==> src/rtl/whack_pkg.sv <==
// Shared encodings for the whack-a-mole game core and its random source.
package whack_pkg;

  localparam logic [1:0] ST_IDLE      = 2'd0;
  localparam logic [1:0] ST_COUNTDOWN = 2'd1;
  localparam logic [1:0] ST_PLAY      = 2'd2;
  localparam logic [1:0] ST_OVER      = 2'd3;

  localparam logic [1:0] MODE_NONE = 2'd0;
  localparam logic [1:0] MODE_1    = 2'd1;
  localparam logic [1:0] MODE_2    = 2'd2;
  localparam logic [1:0] MODE_3    = 2'd3;

  localparam logic [15:0] LFSR_SEED = 16'hACE1;
  // Right-shift Galois mask for taps 16,14,13,11.
  localparam logic [15:0] LFSR_TAPS = 16'hB400;

  localparam logic [7:0] COUNTDOWN_SECS = 8'd3;

  // Mode button edges [1..3] mapped to a mode; the lowest button wins a tie.
  function automatic logic [1:0] pick_mode(input logic [2:0] rise);
    logic [1:0] m;
    m = MODE_NONE;
    if (rise[0])      m = MODE_1;
    else if (rise[1]) m = MODE_2;
    else if (rise[2]) m = MODE_3;
    return m;
  endfunction

endpackage

==> src/rtl/mole_lfsr.sv <==
// 16-bit Galois LFSR used to pick the next mole; only the low OUT_W bits
// are exported since the core only needs an index's worth of randomness.
module mole_lfsr
  import whack_pkg::*;
#(
  parameter int OUT_W = 4
) (
  input  logic             clk_sys,
  input  logic             rst_b,
  input  logic             advance,
  output logic [OUT_W-1:0] value
);

  logic [15:0] lfsr;

  // Step once per spawned mole; seed is nonzero so the sequence never locks.
  always_ff @(posedge clk_sys or negedge rst_b) begin
    if (!rst_b) begin
      lfsr <= LFSR_SEED;
    end else if (advance) begin
      lfsr <= {1'b0, lfsr[15:1]} ^ (lfsr[0] ? LFSR_TAPS : 16'h0000);
    end
  end

  assign value = lfsr[OUT_W-1:0];

endmodule

==> src/rtl/whack_game_core.sv <==
// Whack-a-mole game sequencer: input sync, countdown/play timers, mole
// spawning, hit/miss scoring and adaptive speed-up.
//
//   state        | meaning
//   -------------+---------------------------------------------------
//   ST_IDLE      | no game; waiting for a mode button
//   ST_COUNTDOWN | 3-second lead-in before play
//   ST_PLAY      | moles lit, switches scored, game clock running
//   ST_OVER      | game finished; score and mode held for display
module whack_game_core #(
  parameter int NUM_MOLES      = 16,
  parameter int CYCLES_PER_SEC = 100_000_000,
  parameter int GAME_SECONDS   = 60,
  parameter int SCORE_W        = 14,
  parameter int MISS_PENALTY   = 0,
  parameter int ADAPTIVE       = 1,
  parameter int LEVEL_PTS      = 5
) (
  input  logic                 clock_i,
  input  logic                 reset_i,
  input  logic [3:0]           buttons_i,
  input  logic [NUM_MOLES-1:0] switches_i,
  output logic [NUM_MOLES-1:0] leds_o,
  output logic [SCORE_W-1:0]   score_o,
  output logic [7:0]           time_left_o,
  output logic [1:0]           state_o,
  output logic [1:0]           mode_o,
  output logic                 hit_pulse_o,
  output logic                 miss_pulse_o
);
  import whack_pkg::*;

  localparam int IDX_W = (NUM_MOLES > 1) ? $clog2(NUM_MOLES) : 1;
  localparam logic [31:0] CPS_M1   = 32'(CYCLES_PER_SEC - 1);
  localparam logic [31:0] BASE_1   = 32'(CYCLES_PER_SEC);
  localparam logic [31:0] BASE_2   = 32'(CYCLES_PER_SEC / 2);
  localparam logic [31:0] BASE_3   = 32'(CYCLES_PER_SEC / 5);
  localparam logic [31:0] MIN_PER  = 32'((CYCLES_PER_SEC / 10 > 0) ? CYCLES_PER_SEC / 10 : 1);
  localparam logic [31:0] LEVEL_M1 = 32'(LEVEL_PTS - 1);
  localparam logic [7:0]  GAME_T   = 8'(GAME_SECONDS);
  localparam logic [SCORE_W-1:0] SCORE_MAX = SCORE_W'(9999);

  logic [3:0]           btn_s1, btn_s2, btn_s3;
  logic [NUM_MOLES-1:0] sw_s1, sw_s2, sw_s3;

  logic [1:0]           state, mode;
  logic [SCORE_W-1:0]   score;
  logic [7:0]           time_left;
  logic [NUM_MOLES-1:0] leds;
  logic                 hit_pulse, miss_pulse;
  logic [31:0]          sec_cnt, mole_cnt, period, level_cnt;
  logic [IDX_W-1:0]     last_idx;

  logic [3:0]           btn_rise;
  logic [NUM_MOLES-1:0] sw_chg;
  logic                 restart, start_req, sec_tick, mole_tick, last_sec;
  logic                 hit, miss, spawn;
  logic [1:0]           start_mode;
  logic [31:0]          base_period, shrunk, period_lvl;
  logic [IDX_W-1:0]     lfsr_low, mod_idx, new_idx;
  logic [NUM_MOLES-1:0] new_leds;

  mole_lfsr #(.OUT_W(IDX_W)) u_lfsr (
    .clk_sys (clock_i),
    .rst_b   (reset_i),
    .advance (spawn),
    .value   (lfsr_low)
  );

  // Two-flop synchronisers plus one history stage for edge/change detect.
  // sw_s3 follows sw_s2 every cycle, so entering PLAY never sees a stale
  // switch difference.
  always_ff @(posedge clock_i or negedge reset_i) begin
    if (!reset_i) begin
      btn_s1 <= '0; btn_s2 <= '0; btn_s3 <= '0;
      sw_s1  <= '0; sw_s2  <= '0; sw_s3  <= '0;
    end else begin
      btn_s1 <= buttons_i;  btn_s2 <= btn_s1; btn_s3 <= btn_s2;
      sw_s1  <= switches_i; sw_s2  <= sw_s1;  sw_s3  <= sw_s2;
    end
  end

  // Event decode, timer terminal counts and next-mole selection.
  always_comb begin
    btn_rise   = btn_s2 & ~btn_s3;
    sw_chg     = sw_s2 ^ sw_s3;
    restart    = btn_rise[0];
    start_req  = (btn_rise[3:1] != 3'b000);
    start_mode = pick_mode(btn_rise[3:1]);
    sec_tick   = (sec_cnt == 32'd0);
    mole_tick  = (mole_cnt == 32'd0);
    last_sec   = sec_tick && (time_left == 8'd1);
    hit        = (state == ST_PLAY) && ((sw_chg & leds) != '0);
    miss       = (state == ST_PLAY) && !hit && (sw_chg != '0);
    spawn      = !restart &&
                 (((state == ST_COUNTDOWN) && last_sec) ||
                  ((state == ST_PLAY) && mole_tick && !last_sec));

    case (start_mode)
      MODE_2:  base_period = BASE_2;
      MODE_3:  base_period = BASE_3;
      default: base_period = BASE_1;
    endcase
    shrunk     = period - (period >> 3);
    period_lvl = (shrunk < MIN_PER) ? MIN_PER : shrunk;

    mod_idx = (32'(lfsr_low) >= NUM_MOLES) ? lfsr_low - IDX_W'(NUM_MOLES) : lfsr_low;
    if (mod_idx == last_idx) begin
      new_idx = (32'(mod_idx) == NUM_MOLES - 1) ? '0 : mod_idx + IDX_W'(1);
    end else begin
      new_idx = mod_idx;
    end
    new_leds = {{(NUM_MOLES-1){1'b0}}, 1'b1} << new_idx;
  end

  // Game FSM with its second timer, mole timer, scoring and speed level.
  always_ff @(posedge clock_i or negedge reset_i) begin
    if (!reset_i) begin
      state      <= ST_IDLE;
      mode       <= MODE_NONE;
      score      <= '0;
      time_left  <= '0;
      leds       <= '0;
      hit_pulse  <= 1'b0;
      miss_pulse <= 1'b0;
      sec_cnt    <= '0;
      mole_cnt   <= '0;
      period     <= '0;
      level_cnt  <= '0;
      last_idx   <= '0;
    end else begin
      hit_pulse  <= 1'b0;
      miss_pulse <= 1'b0;
      if (restart) begin
        state     <= ST_IDLE;
        mode      <= MODE_NONE;
        leds      <= '0;
        time_left <= '0;
        sec_cnt   <= '0;
        mole_cnt  <= '0;
      end else begin
        case (state)
          ST_IDLE, ST_OVER: begin
            if (start_req) begin
              state     <= ST_COUNTDOWN;
              mode      <= start_mode;
              score     <= '0;
              time_left <= COUNTDOWN_SECS;
              sec_cnt   <= CPS_M1;
              period    <= base_period;
              level_cnt <= '0;
              leds      <= '0;
            end
          end
          ST_COUNTDOWN: begin
            sec_cnt <= sec_tick ? CPS_M1 : sec_cnt - 32'd1;
            if (last_sec) begin
              state     <= ST_PLAY;
              time_left <= GAME_T;
              leds      <= new_leds;
              last_idx  <= new_idx;
              mole_cnt  <= period - 32'd1;
            end else if (sec_tick) begin
              time_left <= time_left - 8'd1;
            end
          end
          ST_PLAY: begin
            sec_cnt <= sec_tick ? CPS_M1 : sec_cnt - 32'd1;
            if (last_sec) begin
              state     <= ST_OVER;
              time_left <= '0;
              leds      <= '0;
            end else begin
              if (sec_tick) time_left <= time_left - 8'd1;
              if (mole_tick) begin
                leds     <= new_leds;
                last_idx <= new_idx;
                mole_cnt <= period - 32'd1;
              end else begin
                mole_cnt <= mole_cnt - 32'd1;
                if (hit) leds <= '0;
              end
            end
            // A speed-up takes effect at the next mole reload.
            if (hit) begin
              hit_pulse <= 1'b1;
              if (score < SCORE_MAX) score <= score + SCORE_W'(1);
              if (level_cnt == LEVEL_M1) begin
                level_cnt <= '0;
                if (ADAPTIVE != 0) period <= period_lvl;
              end else begin
                level_cnt <= level_cnt + 32'd1;
              end
            end else if (miss) begin
              miss_pulse <= 1'b1;
              if (MISS_PENALTY != 0 && score != '0) score <= score - SCORE_W'(1);
            end
          end
          default: ;
        endcase
      end
    end
  end

  assign leds_o       = leds;
  assign score_o      = score;
  assign time_left_o  = time_left;
  assign state_o      = state;
  assign mode_o       = mode;
  assign hit_pulse_o  = hit_pulse;
  assign miss_pulse_o = miss_pulse;

endmodule

==> config.mk <==
export PLATFORM = sky130hd
export DESIGN_NAME = whack_game_core
export DESIGN_NICKNAME = d
export VERILOG_FILES = /design/src/rtl/whack_pkg.sv /design/src/rtl/mole_lfsr.sv /design/src/rtl/whack_game_core.sv
export SDC_FILE = /design/constraint.sdc
export NUM_CORES = 1
export LEC_CHECK = 0
export ABC_CLOCK_PERIOD_IN_PS = 4300
export BUFFER_PORTS_ARGS = -buffer_cell sky130_fd_sc_hd__buf_2
export CELL_PAD_IN_SITES_DETAIL_PLACEMENT = 0
export CELL_PAD_IN_SITES_GLOBAL_PLACEMENT = 1
export CORE_MARGIN = 5
export CORE_UTILIZATION = 30
export DETAILED_ROUTE_END_ITERATION = 7
export HOLD_SLACK_MARGIN = 0.15
export PLACE_DENSITY_LB_ADDON = 0.1
export SYNTH_ARGS = -nofsm -noshare
export SYNTH_HDL_FRONTEND = slang
export SYNTH_HIERARCHICAL = 1
export SYNTH_SLANG_ARGS = --single-unit
==> constraint.sdc <==
create_clock -name clock_i -period 4.3 [get_ports clock_i]
set_input_delay 1.075 -clock clock_i [delete_from_list [all_inputs] [get_ports clock_i]]
set_output_delay 1.075 -clock clock_i [all_outputs]
set_load 0.005 [all_outputs]
; ---- Yosys cells after proc, flatten, opt, wreduce, memory -nomap -nowiden
; Index checks and enable logic that the tools add are counted.
[op_classes]
add_sub_neg = 8
n_lt_le_gt_ge = 2
n_mux = 61
eq_ne = 21
bitwise_logic = 6
n_reduce_logical = 33
div = 0
multipliers = 0
shift = 1
[ops]
columns = operator, n
row1 = 32-bit 2-to-1 mux, 14
row2 = 32-bit one-hot mux with 2 select lines, 4
row3 = 16-bit 2-to-1 mux, 7
row4 = "32-bit by 1-bit subtractor with 32-bit output, second input constant", 3
row5 = 32-bit zero test, 2
row6 = 27-bit one-hot mux with 2 select lines, 1
row7 = 16-bit one-hot mux with 3 select lines, 1
row8 = 14-bit 2-to-1 mux, 3
row9 = 8-bit 2-to-1 mux, 5
row10 = "32-bit by 1-bit adder with 32-bit output, second input constant", 1
row11 = "32-bit by 3-bit == test with 1-bit output, second input constant", 1
row12 = "32-bit by 24-bit < comparator with 1-bit output, second input constant", 1
row13 = 16-bit nonzero test, 2
row14 = 32-bit by 29-bit subtractor with 32-bit output, 1
row15 = 14-bit one-hot mux with 2 select lines, 1
row16 = 8-bit one-hot mux with 3 select lines, 1
row17 = 2-bit 2-to-1 mux, 10
row18 = 4-bit 2-to-1 mux, 5
row19 = 16-bit AND, 1
row20 = "1-bit by 4-bit << shifter with 16-bit output, first input constant", 1
row21 = 15-bit by 16-bit bitwise XOR with 16-bit output, 1
row22 = 16-bit bitwise XOR, 1
row23 = 5-bit AND reduction, 3
row24 = "14-bit by 1-bit adder with 14-bit output, second input constant", 1
row25 = other kinds (28), 61
[totals]
romBits = 0
out_inout_bits = 44
latchBits = 0
register_bits = 252
ram_bits = 0
input_bits = 22
mem_count = 0

; ---- Longest topological paths before layout
; Gate-level depths: netlist of run 1.
[depth]
depth_word = 11
depth_mapped = 15
ltp_nobuf = 12

; ---- Hierarchy
; The synthesis of run 1 kept the hierarchy.
[by_module_without_submodules]
columns = module, cells_per_inst, instances, area_per_inst_um2
row1 = whack_game_core, 1576, 1, 13814.5
row2 = mole_lfsr, 44, 1, 685.7

; ---- Worst setup path before layout of run 1
; OpenSTA, ideal clock, no wires.
[synth_path]
path_kind = register to register
from = reg period[14]
to = reg period[6]
arrival_ns = 3.540
required_time_ns = 4.199
path_slack_ns = 0.659
stages_incl_launch_ff = 14
period_less_slack_ns = 3.641
cell_sequence = dfrtp_1 -> inv_1 -> ha_1 -> clkbuf_1 -> nand4_1 -> or2_2 -> or3_1 -> o211ai_1 -> xnor2_1 -> o21ai_0 -> or4_1 -> o2111a_1 -> buf_2 -> o32ai_1
[synth_between]
elab_chain_len = 6
[synth_lines]
columns = element, line_no
row1 = from (decl), whack_game_core.sv:51  ; logic [31:0] sec_cnt, mole_cnt, period, level_cnt;
row2 = from (signal assigned), whack_game_core.sv:150  ; period <= base_period;
row3 = from (signal assigned), whack_game_core.sv:190  ; if (ADAPTIVE != 0) period <= period_lvl;
row4 = 32-bit by 29-bit subtractor with 32-bit output, whack_game_core.sv:104  ; shrunk = period - (period >> 3);
row5 = 32-bit by 24-bit < comparator with 1-bit output, whack_game_core.sv:105  ; period_lvl = (shrunk < MIN_PER) ? MIN_PER : shrunk;
row6 = 32-bit 2-to-1 mux, whack_game_core.sv:105
row7 = 32-bit 2-to-1 mux, whack_game_core.sv:188  ; if (level_cnt == LEVEL_M1) begin
row8 = 32-bit 2-to-1 mux, whack_game_core.sv:185  ; if (hit) begin
row9 = 32-bit one-hot mux with 2 select lines, whack_game_core.sv:142  ; case (state)
; No other way between the ends. The select of a mux whose other input is x is not followed.
; A chain may end at the register's enable or synchronous reset.

; ---- Worst setup path after layout of run 1
[layout_path]
from = reg period[17]
to = reg period[11]
; The elaborated chain is that of the path after synthesis.

==> flow_metrics.tcl, run 1 <==
set metrics [dict create \
    outcome "completed" \
    clkLatencyLatePin_ns 0.57 \
    dp_hpwl_um 31400 \
    clockBufferDepth 3 \
    drt_iter0_drc 811 \
    skew_ns 0.0217 \
    gr-usage-all-layers_pct 15.8 \
    route.met3.wl_um 1450 \
    utilization_pct 35.5 \
    ys_dominant_reg_cell "dfrtp_1" \
    drtAntennaViolNets 0 \
    setup.worst_path.start_class "register" \
    period_share_pct 93.4 \
    cpMaxStageDelayCell "or4_1" \
    wl_met1_um 21500 \
    io_pins 66 \
    cpLargestDelayFamily "simple AND/OR/NAND/NOR gates" \
    ys_seq_area_share_pct 43.6 \
    synth_cells 1620 \
    hold_ws_ns 0.346 \
    path_max_fanout 10 \
    syn2layout_area_growth_pct 17.0 \
    clk_pin_slew_ns 0.06 \
    grt_overflow_total 0 \
    portBuffers 65 \
    power_density_nw_per_um2 764 \
    switchingPower_w 0.00571 \
    totalWireLength_um 43200 \
    max_stage_delay_ns 0.57 \
    required_ns 4.75 \
    start_util_pct 30.4 \
    nFillCells 4902 \
    slew-limit-headroom_pct 44.3 \
    coreArea_sq_um 47700 \
    grt_pass1_wl_um 68800 \
    fmax_mhz 249 \
    numCtsBuffers 30 \
    setup_viol 0 \
    cts_tree "built" \
    avgRoutedWirePerCell_um 18.5 \
    finalNetCount 1759 \
    synth_edf_count 0 \
    clockRootBuffer "clkbuf_16" \
    cts_sinks 252 \
    syn_avg_cell_area_sq_um 8.95 \
    route.detailed.drc 0 \
    irDropWorstVdd_v 0.000273 \
    met2WireLength_um 19700 \
    yosys_warnings 6 \
    max_cap_violations 0 \
    power.internal_w 0.00725 \
    worst-setup-path-type "reg -> reg" \
    crit_buf_inv 3 \
    async_flop_share_pct 100 \
    dieArea_sq_um 52800 \
    syn-cell-area_sq_um 14500 \
    end_kind "register" \
    sequentialPowerShare_pct 25.2 \
    num_vias 12200 \
    htree_levels 1 \
    slew_viol_final 0 \
    top_layer "met4" \
    hold_viol_final 0 \
    fp.dieH_um 230 \
    path_cells "inv_1, ha_1, nand4_1, or2_2, or3_1, o211ai_1, buf_4, xnor2_1, o21ai_0, or4_1, o2111a_1, buf_12, o311ai_0" \
    grt_max_degree 95 \
    antenna_found_initial 0 \
    vias_per_cell 5.24 \
    die_w_um 230 \
    share_comb_of_total_power_pct 51.3 \
    hold_path_class "reg -> reg" \
    clockPowerShare_pct 23.4 \
    ys_ff_latch 252 \
    critPathArrivalTime_ns 4.47 \
    layout-drive-gt1-share_pct 14.0 \
    leakage_nw 7.19 \
    antenna_cells 0 \
    worstMarginPinSlew_ns 0.832 \
    yosysUniqueCellTypes 80 \
    ctsResizeCount 0 \
    gp_congestion 0.826 \
    rows 80 \
    drt-pass1-iter-count 5 \
    period_needed_ns 4.02 \
    synth_nets 1684 \
    switching_share_pct 44.1 \
    grt_pass1_vias 11800 \
]
## synthesized netlist by cell type (all sizes together), types with 10 or more instances
| cell | instances | area share (%) |
|---|---|---|
| a221oi | 11 | 0.66 |
| or4 | 10 | 0.57 |
| or3 | 32 | 1.5 |
| a21o | 14 | 0.72 |
| nand2b | 19 | 0.82 |
| clkbuf | 62 | 1.6 |
| nor2b | 15 | 0.65 |
| nor3 | 59 | 2.1 |
| o21ai | 158 | 5.6 |
| a21oi | 117 | 4.0 |
| o31ai | 16 | 0.83 |
| nand2 | 119 | 3.1 |
| o211ai | 12 | 0.62 |
| dfrtp | 244 | 42 |
| inv | 62 | 1.6 |
| nor2 | 177 | 4.6 |
| a31oi | 13 | 0.56 |
| a211oi | 20 | 1.0 |
| and3 | 16 | 0.69 |
| nor4 | 40 | 1.8 |
| ha | 41 | 3.5 |
| nand4 | 20 | 0.86 |
| buf | 17 | 0.83 |
| xor2 | 51 | 3.1 |
| nand3 | 52 | 1.8 |
| xnor2 | 69 | 4.2 |
| mux2 | 18 | 1.5 |
## cell families (layout without fill, tap and decap cells)
group / after synthesis / in the layout / share of synthesized area, %
buffers and inverters: 141 / 240 / 4.04
AO/OA/AOI/OAI: 445 / 445 / 19.0
adder cells (fa/ha/maj): 42 / 42 / 3.68
XOR/XNOR: 120 / 120 / 7.25
multiplexers: 20 / 20 / 1.64
flip-flops: 252 / 252 / 43.6
AND/OR/NAND/NOR: 600 / 600 / 20.8
## area by class of cell
cell class	instances	area [sq um]	share of cell area (%)
Multi-Input combinational cell	1227	7630	45.0
Sequential cell	252	6320	37.2
Clock buffer	35	820	4.83
Timing Repair Buffer	122	813	4.79
Tap cell	615	769	4.54
Clock inverter	21	379	2.23
Inverter	62	233	1.37
## per-layer routing
layer,vias up,global-route usage [%]
li1,6015,-
met1,5968,23.6
met2,201,25.2
met3,38,1.71
met4,0,2.97
met5,-,0
## path summary, 6_finish.rpt
check | from | slack, ns | cells past startpoint | to
max | period[17] | 0.28 | 13 | period[11]
min | btn_s1[2] | 0.35 | 0 | btn_s2[2]
max reg2reg | period[17] | 0.28 | 13 | period[11]
min reg2reg | btn_s1[2] | 0.35 | 0 | btn_s2[2]
max in group asynchronous | reset_i | 2.85 | 2 | level_cnt[29]
min in group asynchronous | reset_i | 0.56 | 1 | sec_cnt[8]
## sequential cells by signal, indices dropped and copies added, names as in the netlist, 8 cells and up
signal / cells
sec_cnt: 32
sw_s3: 16
sw_s1: 16
sw_s2: 16
score_o: 14
period: 32
time_left_o: 8
u_lfsr/lfsr: 16
level_cnt: 32
leds_o: 16
mole_cnt: 32
## timing repair
action	in CTS	in global routing
buffers inserted	0	1
hold buffers	0	0
hold endpoints to repair	0	0
endpoints found under the setup margin	0	3
## power groups by stage
stage / sequential (W) / combinational, W / clock [W]
finish: 0.00327 / 0.00665 / 0.00304
global route: 0.00334 / 0.00740 / 0.00324
CTS: 0.00327 / 0.00666 / 0.00315
detailed placement: 0.00331 / 0.00664 / 0
global placement: 0.00330 / 0.00670 / 0
floorplan: 0.00317 / 0.00456 / 0
## metrics by stage
stage	setup WS (ns)	TNS (ns)	power [W]	instances	area (sq um)
after floorplan	0.659	0	0.00773	1620	14500
after global placement	0.307	0	0.00999	2277	15800
after detailed placement	0.233	0	0.00994	2277	15800
after CTS	0.228	0	0.0131	2333	17000
after global routing	-0.0114	-0.0114	0.0140	2334	17000
final	0.282	0	0.0130	2334	17000
## layout by cell type, fill, tap and decap left out, drive strengths merged, types with 16 or more instances in the layout
master / Yosys / routed
ha: 41 / 41
a21oi: 117 / 117
inv: 62 / 62
nor3: 59 / 59
xor2: 51 / 51
and3: 16 / 16
buf: 17 / 122
a211oi: 20 / 20
nand2: 119 / 119
nand4: 20 / 20
nand3: 52 / 52
o21ai: 158 / 158
o31ai: 16 / 16
mux2: 18 / 18
clkbuf: 62 / 35
dfrtp: 244 / 244
nor2: 177 / 177
xnor2: 69 / 69
nor4: 40 / 40
nand2b: 19 / 19
or3: 32 / 32
Note: power is estimated with default switching activity, not from simulation.
==> run 2, diff against run 1 <==
Settings changed: ABC_AREA from default to 1.
==> run 2 against run 1 <==
Sequential power rose by 2%; largest cell class unchanged; routed wire length rose by 16%; critical endpoint is now period[4]; sequential cell count did not move; via count rose by 18%.
==> flow_metrics.tcl, run 2 <==
set metrics [dict create \
    syn_avg_cell_area_sq_um 7.27 \
    setup_tns_ns 0 \
    leakage_nw 8.78 \
    outcome "completed" \
    yosysUniqueCellTypes 66 \
    path_max_fanout 24 \
    finalNetCount 2372 \
    use_met2_pct 27.4 \
    io_pins 66 \
    cts_tree "built" \
    period_share_pct 72.0 \
    syn-cell-area_sq_um 16300 \
    route.detailed.drc 0 \
    synth_top_area_share_pct 37.6 \
    r2r_cells 19 \
    clkLatencyLatePin_ns 0.55 \
    ys_ff_latch 252 \
    hold_depth 0 \
    rows 85 \
    max_stage_delay_ns 0.42 \
    die_w_um 243 \
    period_needed_ns 3.10 \
    synth_top_family_by_area "simple AND/OR/NAND/NOR gates" \
    start_util_pct 30.3 \
    critPathArrivalTime_ns 3.49 \
    clk_pin_slew_ns 0.06 \
    placed_cells 2967 \
    fp.dieH_um 243 \
    gp_congestion 0.824 \
    ctsResizeCount 0 \
    power_density_nw_per_um2 740 \
    skew_ns 0.0278 \
    grt_max_degree 81 \
    slew_viol_final 0 \
    dp_hpwl_um 38400 \
    ys_dominant_reg_cell "dfrtp_1" \
    worst-setup-path-type "reg -> reg" \
    worstMarginPinSlew_ns 0.915 \
    final_common_cell "nand2_1" \
    post_cts_buffers 0 \
    fin_cells 3028 \
    yosys.area.top_type "dfrtp_1" \
    top_usage_layer "met2" \
    ys_seq_area_share_pct 38.9 \
    async_flop_share_pct 100 \
    cts_sinks 252 \
    hold_viol_final 0 \
    synth_edf_count 0 \
    p_total_w 0.0137 \
    synth-xor-area-share_pct 5.60 \
    synth-simple-area-share_pct 32.0 \
    layout-drive-gt1-share_pct 11.1 \
    drt-pass1-iter-count 4 \
    synth_nets 2301 \
    drtAntennaViolNets 0 \
    grt_overflow_total 0 \
    synth_compound_area_share_pct 10.7 \
    ctsHoldBuffers 0 \
    fmax_mhz 323 \
    slew-limit-headroom_pct 39.0 \
    clockBufferDepth 3 \
    hold_path_class "reg -> reg" \
    coreArea_sq_um 53700 \
    end_kind "register" \
    grtUsageMet3_pct 2.15 \
    avgRoutedWirePerCell_um 16.6 \
    grt_pass1_vias 14400 \
    vias_per_cell 4.77 \
    max_cap_violations 0 \
    htree_levels 2 \
    dieArea_sq_um 58900 \
    synth_common_cells "556 x nand2_1, 315 x inv_1, 244 x dfrtp_1" \
    synth_area_leaders "dfrtp_1 38%, nand2_1 13%, inv_1 7.3%" \
    numCtsBuffers 35 \
    synth_cells 2237 \
    required_ns 4.70 \
    num_vias 14500 \
    antenna_found_initial 0 \
    totalWireLength_um 50300 \
    grt_util_met1_pct 23.6 \
    hold_ws_ns 0.345 \
    rsz0062_at_grt "false" \
    drt_iter0_drc 1020 \
    clockRootBuffer "clkbuf_16" \
    path_cells "inv_1, ha_1, fa_1, inv_1, nand2_1, nand2_1, nand3_1, nand2_2, nand2_2, nand2_4, nand2_2, nand3_1, nand2_1, nor2_1, nand3_1, nor2_2, nand2_4, nand2_1, o21ai_0" \
    grt_pass1_wl_um 81100 \
    irDropWorstVdd_v 0.000323 \
    cpMaxStageDelayCell "fa_1" \
    setup_viol 0 \
    gr-usage-all-layers_pct 16.9 \
    synth_fa_ha_area_share_pct 3.28 \
    portBuffers 65 \
    post-synth-top-count-cell "nand2_1" \
    syn2layout_area_growth_pct 13.7 \
    final_cell_mix "556 x nand2_1, 315 x inv_1, 244 x dfrtp_1, 238 x nor2_1, 120 x nand3_1" \
    critPathMostFrequentCell "nand2_1" \
    setup.worst_path.start_class "register" \
    synthMuxAreaShare_pct 0.0616 \
    yosys_warnings 6 \
]
==> run 2: cell count changes in the layout (fill, tap and decap cells not counted), sizes merged, moves of 39 or more <==
| cell | change |
|---|---|
| a21oi | -39 |
| buf | -39 |
| inv | +267 |
| nand2 | +478 |
| nand3 | +71 |
| nand4 | +42 |
| nor2 | +88 |
| xnor2 | -54 |
==> run 2: power breakdown <==
group	switching [W]	leakage (nW)	total [W]	internal [W]
Combinational	0.00512	5.02	0.00740	0.00228
Clock	0.00115	0.569	0.00294	0.00179
Sequential	0.000502	3.19	0.00334	0.00284
==> run 2: critical path, delay by kind of cell, from the launching register on <==
kind,cells,cell delay [ns]
compound gates,1,0.11
flops,1,0.35
buf+inv,2,0.23
fa+ha+maj,2,0.68
simple gates,14,1.58
==> run 2: layout make-up <==
class	instances	area, sq um
Clock inverter	11	174
Fill cell	5704	35200
Timing Repair Buffer	83	483
Inverter	330	1250
Clock buffer	49	988
Antenna cell	1	2.50
Multi-Input combinational cell	1606	8400
Sequential cell	252	6320
Tap cell	696	871
==> run 2: cells by family after synthesis <==
family,after synthesis
flip-flops,252
buffers and inverters,379
AO/OA/AOI/OAI,292
multiplexers,1
adder cells (fa/ha/maj),42
AND/OR/NAND/NOR,1167
XOR/XNOR,104
==> run 2: path summary, 6_finish.rpt <==
path,from,endpoint,slack (ns)
max,period[0],period[4],1.20
min,sw_s1[14],sw_s2[14],0.35
max reg2reg,period[0],period[4],1.20
min reg2reg,sw_s1[14],sw_s2[14],0.35
max in group asynchronous,reset_i,u_lfsr/lfsr[5],2.79
min in group asynchronous,reset_i,mole_cnt[0],0.53
==> run 2: layer usage <==
| metal | vias to the layer above | routed length [um] |
|---|---|---|
| met2 | 228 | 22900 |
| met5 | - | 0 |
| met4 | 0 | 1340 |
| li1 | 7397 | - |
| met3 | 77 | 1610 |
| met1 | 6755 | 24400 |
==> run 2: metrics by stage <==
stage | setup WS, ns | utilization, % | instance area, sq um
2_1_floorplan | 1.81 | - | 16300
3_3_place_gp | 1.18 | 32.2 | 17300
3_5_place_dp | 1.21 | 32.2 | 17300
4_1_cts | 1.20 | 34.4 | 18500
5_1_grt | 0.892 | 34.4 | 18500
6_report | 1.20 | 34.4 | 18500
